$ cat src/rtl/input_debouncer_pkg.sv
// Shared definitions for the input debouncer and its synchroniser.
// Holds the FSM state encoding and the design-wide synchroniser depth.
package input_debouncer_pkg;

  localparam int DEFAULT_SYNC_STAGES = 2;

  typedef enum logic {
    STABLE  = 1'b0,
    QUALIFY = 1'b1
  } state_t;

endpackage

$ cat src/rtl/bit_synchronizer.sv
// Single-bit CDC flop chain with a parameterised reset value.
// The output is the last stage of the chain.
module bit_synchronizer
  import input_debouncer_pkg::*;
#(
  parameter int   STAGES    = DEFAULT_SYNC_STAGES,
  parameter logic RESET_VAL = 1'b0
) (
  input  logic CLK,
  input  logic RSTN,
  input  logic d,
  output logic q
);

  logic [STAGES-1:0] chain;

  // NOTE: sequential state uses non-blocking assignments so every flop samples pre-edge values.
  always_ff @(posedge CLK) begin
    if (!RSTN) begin
      chain <= {STAGES{RESET_VAL}};
    end else begin
      chain <= {chain[STAGES-2:0], d};
    end
  end

  assign q = chain[STAGES-1];

endmodule

$ cat src/rtl/input_debouncer.sv
// Synchronises a raw pin and commits a level change only after N consecutive
// differing samples; reports commits and abandoned changes as pulses.
module input_debouncer
  import input_debouncer_pkg::*;
#(
  parameter int   SYNC_STAGES = DEFAULT_SYNC_STAGES,
  parameter int   CNT_WIDTH   = 16,
  parameter logic RESET_LEVEL = 1'b0
) (
  input  logic                 CLK,
  input  logic                 RSTN,
  input  logic                 ASYNC_IN,
  input  logic                 ENABLE,
  input  logic [CNT_WIDTH-1:0] DEBOUNCE_CYCLES,
  output logic                 SAMPLE_OUT,
  output logic                 CHANGED_OUT,
  output logic                 GLITCH_OUT,
  output logic                 BUSY_OUT
);

  logic                 synced;
  state_t               state, state_next;
  logic [CNT_WIDTH-1:0] cnt, cnt_next;
  logic                 sample, sample_next;
  logic                 changed, changed_next;
  logic                 glitch, glitch_next;
  logic [CNT_WIDTH-1:0] n_eff;
  logic [CNT_WIDTH:0]   cnt_inc;
  logic                 differs;

  bit_synchronizer #(
    .STAGES    (SYNC_STAGES),
    .RESET_VAL (RESET_LEVEL)
  ) u_sync (
    .CLK  (CLK),
    .RSTN (RSTN),
    .d    (ASYNC_IN),
    .q    (synced)
  );

  // A threshold of 0 behaves like 1 so a change can never be held off forever.
  assign n_eff   = (DEBOUNCE_CYCLES == '0) ? CNT_WIDTH'(1) : DEBOUNCE_CYCLES;
  // One extra bit keeps the threshold compare exact at the top of the range.
  assign cnt_inc = (CNT_WIDTH+1)'(cnt) + (CNT_WIDTH+1)'(1);
  assign differs = (synced != sample);

  // NOTE: every always_comb output gets a default first, so no path can infer a latch.
  always_comb begin
    state_next   = state;
    cnt_next     = cnt;
    sample_next  = sample;
    changed_next = 1'b0;
    glitch_next  = 1'b0;

    if (!ENABLE) begin
      state_next = STABLE;
      cnt_next   = '0;
    end else begin
      case (state)
        STABLE: begin
          if (differs) begin
            if (n_eff == CNT_WIDTH'(1)) begin
              sample_next  = synced;
              changed_next = 1'b1;
              cnt_next     = '0;
            end else begin
              state_next = QUALIFY;
              cnt_next   = CNT_WIDTH'(1);
            end
          end
        end
        QUALIFY: begin
          if (!differs) begin
            state_next  = STABLE;
            cnt_next    = '0;
            glitch_next = 1'b1;
          end else if (cnt_inc >= {1'b0, n_eff}) begin
            state_next   = STABLE;
            sample_next  = synced;
            changed_next = 1'b1;
            cnt_next     = '0;
          end else begin
            cnt_next = cnt_inc[CNT_WIDTH-1:0];
          end
        end
      endcase
    end
  end

  // NOTE: reset is synchronous here, so it is only checked inside the clocked branch.
  always_ff @(posedge CLK) begin
    if (!RSTN) begin
      state   <= STABLE;
      cnt     <= '0;
      sample  <= RESET_LEVEL;
      changed <= 1'b0;
      glitch  <= 1'b0;
    end else begin
      state   <= state_next;
      cnt     <= cnt_next;
      sample  <= sample_next;
      changed <= changed_next;
      glitch  <= glitch_next;
    end
  end

  assign SAMPLE_OUT  = sample;
  assign CHANGED_OUT = changed;
  assign GLITCH_OUT  = glitch;
  assign BUSY_OUT    = (state == QUALIFY);

endmodule
$ cat config.mk
export PLATFORM = sky130hd
export DESIGN_NAME = input_debouncer
export DESIGN_NICKNAME = d
export VERILOG_FILES = /design/src/rtl/input_debouncer_pkg.sv /design/src/rtl/bit_synchronizer.sv /design/src/rtl/input_debouncer.sv
export SDC_FILE = /design/constraint.sdc
export NUM_CORES = 1
export LEC_CHECK = 0
export CAP_MARGIN = 20
export CORE_UTILIZATION = 35
export DETAILED_ROUTE_END_ITERATION = 10
export GPL_ROUTABILITY_DRIVEN = 0
export MAX_ROUTING_LAYER = met4
export PLACE_DENSITY_LB_ADDON = 0.25
export SLEW_MARGIN = 10
export SYNTH_ARGS = -nofsm -noshare
export SYNTH_HDL_FRONTEND = slang
export SYNTH_SLANG_ARGS = --single-unit
$ cat constraint.sdc
create_clock -name CLK -period 3 [get_ports CLK]
set_clock_uncertainty 0.15 [all_clocks]
set_input_delay 0.6 -clock CLK [delete_from_list [all_inputs] [get_ports CLK]]
set_output_delay 0.6 -clock CLK [all_outputs]
set_load 0.05 [all_outputs]
==> results of run 1 <==
-- per-stage QoR --
step	power [mW]	instance area [um2]	TNS, ns	hold slack, ns
final	0.6562	2340	-0.03944	0.2883
after global routing	0.6877	2340	-1.982	0.3224
after global placement	0.3760	2021	-5.242	0.2628
after detailed placement	0.3767	2021	-5.325	0.2716
after floorplan	0.3322	1553	0	0.2618
after CTS	0.6610	2201	0	0.2930
-- per-layer routing --
metal / part of all wire [%] / up-vias / routed length (um) / GRT usage (%)
met2: 49 / 24 / 1968 / 33.82
met4: 1.2 / 0 / 46 / 6.250
li1: - / 766 / - / -
met5: 0 / - / 0 / -
met3: 3.7 / 6 / 149 / 2.000
met1: 46 / 683 / 1814 / 24.00
-- report_power, final --
part / internal [mW] / switching (mW) / leakage [nW]
Combinational: 0.0431 / 0.0391 / 0.811
Sequential: 0.292 / 0.00152 / 0.181
Clock: 0.178 / 0.102 / 0.0357
-- worst register-to-register path: cells and delay by family, from the launching register on --
kind / cells / cell delay (ns)
AOI/OAI and AO/OA: 2 / 0.35
adders and majority gates: 1 / 0.28
buffers and inverters: 1 / 0.17
DFF: 1 / 0.34
and+or+nand+nor: 9 / 1.60
-- worst paths after layout --
check / endpoint / slack, ns / depth (start not counted)
setup / recovery: cnt[7] / -0.02 / 13
hold / removal: u_sync.chain[1] / 0.29 / 1
setup reg to reg: cnt[7] / -0.02 / 13
hold reg to reg: u_sync.chain[1] / 0.29 / 1
-- Yosys cell counts, types with 4 or more instances --
master,n,area share (%)
sky130_fd_sc_hd__a21oi_1,8,2.6
sky130_fd_sc_hd__a22oi_1,12,5.9
sky130_fd_sc_hd__and2_1,4,1.6
sky130_fd_sc_hd__dfxtp_1,22,29
sky130_fd_sc_hd__ha_1,17,14
sky130_fd_sc_hd__inv_1,19,4.7
sky130_fd_sc_hd__nand2_1,13,3.2
sky130_fd_sc_hd__nand3_1,7,2.3
sky130_fd_sc_hd__nand4_1,5,2.0
sky130_fd_sc_hd__nor2_1,24,5.9
sky130_fd_sc_hd__xnor2_1,7,4.0
sky130_fd_sc_hd__xor2_1,7,4.0
-- sequential cells by signal, summed over array words and instances, names as in the netlist --
signal and cells:
BUSY_OUT 1, CHANGED_OUT 1, cnt 16, u_sync.chain 2, GLITCH_OUT 1, SAMPLE_OUT 1
-- cell type report --
type,count,area [um2],area share (%)
clock inverters,1,30.03,1.283
multi-input cells,140,1189,50.80
well taps,50,62.56,2.674
inverters,19,71.32,3.048
clock buffers,3,41.29,1.765
flip-flops and latches,22,452.9,19.36
repair buffers,58,493.0,21.07
-- logic make-up after synthesis --
family / after synthesis / share of synthesized area, %
xor gates and xnor gates: 14 / 8.020
muxes: 1 / 0.6547
DFF: 22 / 28.81
and+or+nand+nor: 73 / 25.37
AOI/OAI and AO/OA: 34 / 16.29
buffers and inverters: 23 / 6.955
adders and majority gates: 17 / 13.91
-- what timing repair did --
action / CTS / global route
setup endpoints to repair: 17 / 19
pin swaps: 12 / 30
gates resized for setup: 12 / 27
gates cloned: 1 / 0
setup buffers: 5 / 4
==> flow_metrics.env, run 1 <==
export IMPL_grt_usage_pct=19.71
export IMPL_timing_critical_path_slowest_cell_delay_ns=0.34
export IMPL_clockBufferDepth=2
export IMPL_root_buf_cell="sky130_fd_sc_hd__clkbuf_8"
export IMPL_arrival_time_at_the_worst_endpoint_ns=3.00
export IMPL_wl_per_cell_um=13.58
export IMPL_grt_setup_unrepaired="yes"
export IMPL_path_delay_family="simple AND/OR/NAND/NOR gates"
export IMPL_wl_um=3979
export IMPL_cp_startpoint="cnt[6]"
export IMPL_async_flop_share_pct=0
export IMPL_tritoncts_clock_tree="built"
export IMPL_status="finished with violations"
export IMPL_place_worst_setup_slack_ns=-0.3203
export IMPL_layout_drive_gt1_share_pct=36.21
export IMPL_remaining_drc_errors=0
export IMPL_layout_commonest_cell="sky130_fd_sc_hd__buf_4"
export IMPL_crit_end_category="flop"
export IMPL_postLayoutCoreUtil_pct=57.26
export IMPL_grt_antenna_before_repair=0
export IMPL_timing_rr_start="cnt[6]"
export IMPL_critPathSlowestCell="sky130_fd_sc_hd__dfxtp_2"
export IMPL_timing_critical_path_cells="nand4_1, buf_4, nor3_4, nand4_1, and2_4, or2_4, ha_4, nand3_2, nor3_4, o311ai_4, and4_4, a22oi_1, nor2_1"
export IMPL_grt_start_max_net_pins=19
export IMPL_finalCriticalPeriod_ns=3.020
export IMPL_antenna_diode_count=0
export IMPL_failed_checks="setup timing"
export IMPL_io_buffers=23
export IMPL_first_pass_detailed_route_iteration_total=4
export IMPL_synth_avg_cell_area_um2=8.310
export IMPL_holdBufCountCts=0
export IMPL_cp_buffers_inverters=1
export IMPL_worst_hold_path_type="flop to flop"
export IMPL_startpoint_kind_of_the_worst_setup_timing_path="flop"
export IMPL_synth_ff_latch_count=22
export IMPL_num_fill_cells=383
export IMPL_timing_fmax_mhz=331.1
export IMPL_finalHoldViolCount=0
export IMPL_synth_flop_cell="sky130_fd_sc_hd__dfxtp_1"
export IMPL_syn_nets=221
export IMPL_instances_no_fill=293
export IMPL_drt_vias_per_instance=5.048
export IMPL_final_cell_mix="sky130_fd_sc_hd__buf_4, sky130_fd_sc_hd__clkdlybuf4s50_1, sky130_fd_sc_hd__nor2_1"
export IMPL_max_vdd_ir_drop_mv=0.1474
export IMPL_crit_type="flop to flop"
export IMPL_core_region_area_mm2=0.004086
export IMPL_io_pins=24
export IMPL_path_clk_slew_ns=0.09
export IMPL_postLayoutSetupSlackWorst_ns=-0.02031
export IMPL_max_slew_worst_pin_slew_ns=0.7156
export IMPL_syn_cell_area_mm2=0.001529
export IMPL_grt_pass1_wl_um=6492
export IMPL_timing_critical_path_fanout_max=8
export IMPL_drv_max_cap_violation_count=0
export IMPL_clock_sink_count=22
export IMPL_fin_nets=281
export IMPL_die_area_mm2=0.004637
export IMPL_initial_utilization_pct=37.42
export IMPL_place_hpwl_um=2777
export IMPL_rows=23
export IMPL_cts_htree_levels=1
export IMPL_power_leakage_nw=1.028
export IMPL_drtAntennaViolNets=0
export IMPL_place_inst=281
export IMPL_detailroute_via_count=1479
export IMPL_areaGrowthSynthToFinish_pct=53.03
export IMPL_die_h_um=68.10
export IMPL_netlist_cell_type_count=38
export IMPL_synth_edff_count=0
export IMPL_clock_latency_late_sink_ns=0.27
export IMPL_first_iter_violations=99
export IMPL_grt_remaining_overflow=0
export IMPL_syn_inst=184
export IMPL_ys_seq_area_share_pct=28.81
export IMPL_grt_pass1_vias=1457
export IMPL_numCtsBuffers=3
export IMPL_setup_viol=5
export IMPL_hold_wc_startpoint="u_sync.chain[0]"
export IMPL_slew_headroom_pct=52.18
export IMPL_power_per_cell_area_mw_per_mm2=280.5
export IMPL_slew_viol_final=0
export IMPL_min_period_over_period_pct=100.7
export IMPL_worst_endpoint_required_ns=2.98
export IMPL_die_x_um=68.10
export IMPL_yosys_warnings=0
(Power assumes the default switching activity.)
==> inputs of run 2 (changes only) <==
--- a/config.mk
+++ b/config.mk
@@ -6,7 +6,7 @@
 export NUM_CORES = 1
 export LEC_CHECK = 0
 export CAP_MARGIN = 20
-export CORE_UTILIZATION = 35
+export CORE_UTILIZATION = 48
 export DETAILED_ROUTE_END_ITERATION = 10
 export GPL_ROUTABILITY_DRIVEN = 0
 export MAX_ROUTING_LAYER = met4
==> run 2 against run 1 <==
The run still ends with setup timing left. Non-clock buffer count up 1. Combinational power is 4.1% higher. Maximum frequency down 8.2%. Sequential power about the same. Critical path type unchanged. Critical endpoint is now cnt[11]. Worst hold slack improved by 0.018 ns. Via count rose by 12%. Sequential share of layout area rose by 0.52 points. First-iteration DRC count up 24%. Clock power down 35%.
==> flow_metrics.env, run 2 (synthesized netlist as in run 1, its figures left out) <==
export IMPL_status="finished with violations"
export IMPL_timing_critical_path_fanout_max=8
export IMPL_timing_fmax_mhz=303.9
export IMPL_place_hpwl_um=2930
export IMPL_wl_per_cell_um=17.12
export IMPL_arrival_time_at_the_worst_endpoint_ns=3.40
export IMPL_clockBufferDepth=2
export IMPL_grt_pass1_wl_um=7527
export IMPL_grt_pass1_vias=1649
export IMPL_min_period_over_period_pct=109.7
export IMPL_drtAntennaViolNets=0
export IMPL_numCtsBuffers=3
export IMPL_power_leakage_nw=0.9974
export IMPL_finalCriticalPeriod_ns=3.291
export IMPL_first_pass_detailed_route_iteration_total=4
export IMPL_final_cell_mix="sky130_fd_sc_hd__buf_4, sky130_fd_sc_hd__nor2_1, sky130_fd_sc_hd__clkdlybuf4s50_1"
export IMPL_slew_headroom_pct=53.71
export IMPL_layout_drive_gt1_share_pct=35.25
export IMPL_met2RoutedLength_um=2526
export IMPL_max_slew_worst_pin_slew_ns=0.6927
export IMPL_place_worst_setup_slack_ns=-0.3155
export IMPL_fin_nets=282
export IMPL_io_buffers=23
export IMPL_finalHoldViolCount=0
export IMPL_detailroute_via_count=1660
export IMPL_initial_utilization_pct=50.50
export IMPL_tritoncts_clock_tree="built"
export IMPL_areaGrowthSynthToFinish_pct=48.61
export IMPL_max_flop_register="cnt"
export IMPL_startpoint_kind_of_the_worst_setup_timing_path="flop"
export IMPL_slew_viol_final=0
export IMPL_min_delay_path_depth=1
export IMPL_met3_length_um=259
export IMPL_root_buf_cell="sky130_fd_sc_hd__clkbuf_4"
export IMPL_rows=20
export IMPL_worst_endpoint_required_ns=3.11
export IMPL_clock_sink_count=22
export IMPL_postLayoutSetupSlackWorst_ns=-0.2910
export IMPL_die_x_um=58.44
export IMPL_grt_usage_pct=30.86
export IMPL_grt_antenna_before_repair=0
export IMPL_largestRegisters="cnt (16), u_sync.chain (2)"
export IMPL_final_seq_area_um2=451.7
export IMPL_cts_htree_levels=1
export IMPL_num_fill_cells=219
export IMPL_grt_start_max_net_pins=19
export IMPL_crit_type="flop to flop"
export IMPL_crit_end_category="flop"
export IMPL_remaining_drc_errors=0
export IMPL_power_per_cell_area_mw_per_mm2=247.5
export IMPL_layout_commonest_cell="sky130_fd_sc_hd__buf_4"
export IMPL_die_area_mm2=0.003415
export IMPL_antenna_diode_count=0
export IMPL_worst_hold_path_type="flop to flop"
export IMPL_die_h_um=58.44
export IMPL_failed_checks="setup timing"
export IMPL_max_vdd_ir_drop_mv=0.1630
export IMPL_largest_register_ff_count=16
export IMPL_timing_reg2reg_setup_slack_ns=-0.29
export IMPL_setup_tns_ns=-4.345
export IMPL_drv_max_cap_violation_count=0
export IMPL_topmost_layer_with_routed_signal_wires="met4"
export IMPL_grt_remaining_overflow=0
export IMPL_grt_setup_unrepaired="yes"
export IMPL_drt_vias_per_instance=5.764
export IMPL_wl_um=4931
export IMPL_first_iter_violations=123
export IMPL_core_region_area_mm2=0.003028
export IMPL_design_power_total_mw=0.5625
export IMPL_path_clk_slew_ns=0.15
export IMPL_multiInputGateArea_mm2=0.001157
export IMPL_worst_r2r_cell_count=14
export IMPL_routedLengthMet1_um=1947
export IMPL_setup_viol=19
export IMPL_io_pins=24
export IMPL_clock_latency_late_sink_ns=0.33
-- run 2: layout make-up --
cell class	count	area share [%]
Clock buffer	4	1.597
Inverter	19	3.139
Multi-Input combinational cell	140	50.94
Sequential cell	22	19.88
Tap cell	44	2.423
Timing Repair Buffer	59	22.03
-- run 2: timing repair --
action,in CTS,in global routing
setup endpoints to repair,18,19
buffers inserted,9,1
gates cloned,1,0
pin swaps,26,6
gates resized for setup,30,2
hold buffers,0,0
-- run 2: metrics by stage --
step / hold WS, ns / area (um2) / std cells / util, %
finish: 0.3064 / 2272 / 288 / 75.04
global route: 0.3281 / 2272 / 288 / 75.04
CTS: 0.3115 / 2245 / 287 / 74.13
detailed placement: 0.2804 / 1998 / 273 / 65.99
global placement: 0.2728 / 1998 / 273 / 65.99
floorplan: 0.2618 / 1553 / 184 / -
-- run 2: final timing paths --
kind                                      start               to
worst min register to register  u_sync.chain[0]  u_sync.chain[1]
worst max register to register           cnt[0]          cnt[11]
worst min-delay path            u_sync.chain[0]  u_sync.chain[1]
worst max-delay path                     cnt[0]          cnt[11]
-- run 2: worst max-delay path, stage by stage, from the launching register on --
cell	delay [ns]
sky130_fd_sc_hd__dfxtp_2	0.38
sky130_fd_sc_hd__nand4_1	0.18
sky130_fd_sc_hd__nor3_2	0.33
sky130_fd_sc_hd__buf_4	0.17
sky130_fd_sc_hd__buf_4	0.11
sky130_fd_sc_hd__nand3_2	0.11
sky130_fd_sc_hd__xnor2_2	0.22
sky130_fd_sc_hd__ha_1	0.28
sky130_fd_sc_hd__nand2_2	0.10
sky130_fd_sc_hd__o21ai_2	0.09
sky130_fd_sc_hd__a221oi_4	0.37
sky130_fd_sc_hd__buf_4	0.17
sky130_fd_sc_hd__and4_4	0.35
sky130_fd_sc_hd__a22oi_2	0.11
sky130_fd_sc_hd__nor2_1	0.11
-- run 2: per-layer routing --
layer | vias to the layer above | global-route usage, %
met5 | - | -
met4 | 0 | 14.29
met3 | 24 | 3.956
met2 | 81 | 53.53
met1 | 781 | 35.38
li1 | 774 | -
-- run 2: power by group --
part / total [mW] / internal, mW / leakage, nW / switching, mW
Sequential: 0.295 / 0.293 / 0.182 / 0.00156
Clock: 0.182 / 0.0743 / 0.0210 / 0.108
Combinational: 0.0856 / 0.0439 / 0.795 / 0.0417
Total: 0.562 / 0.411 / 0.997 / 0.151
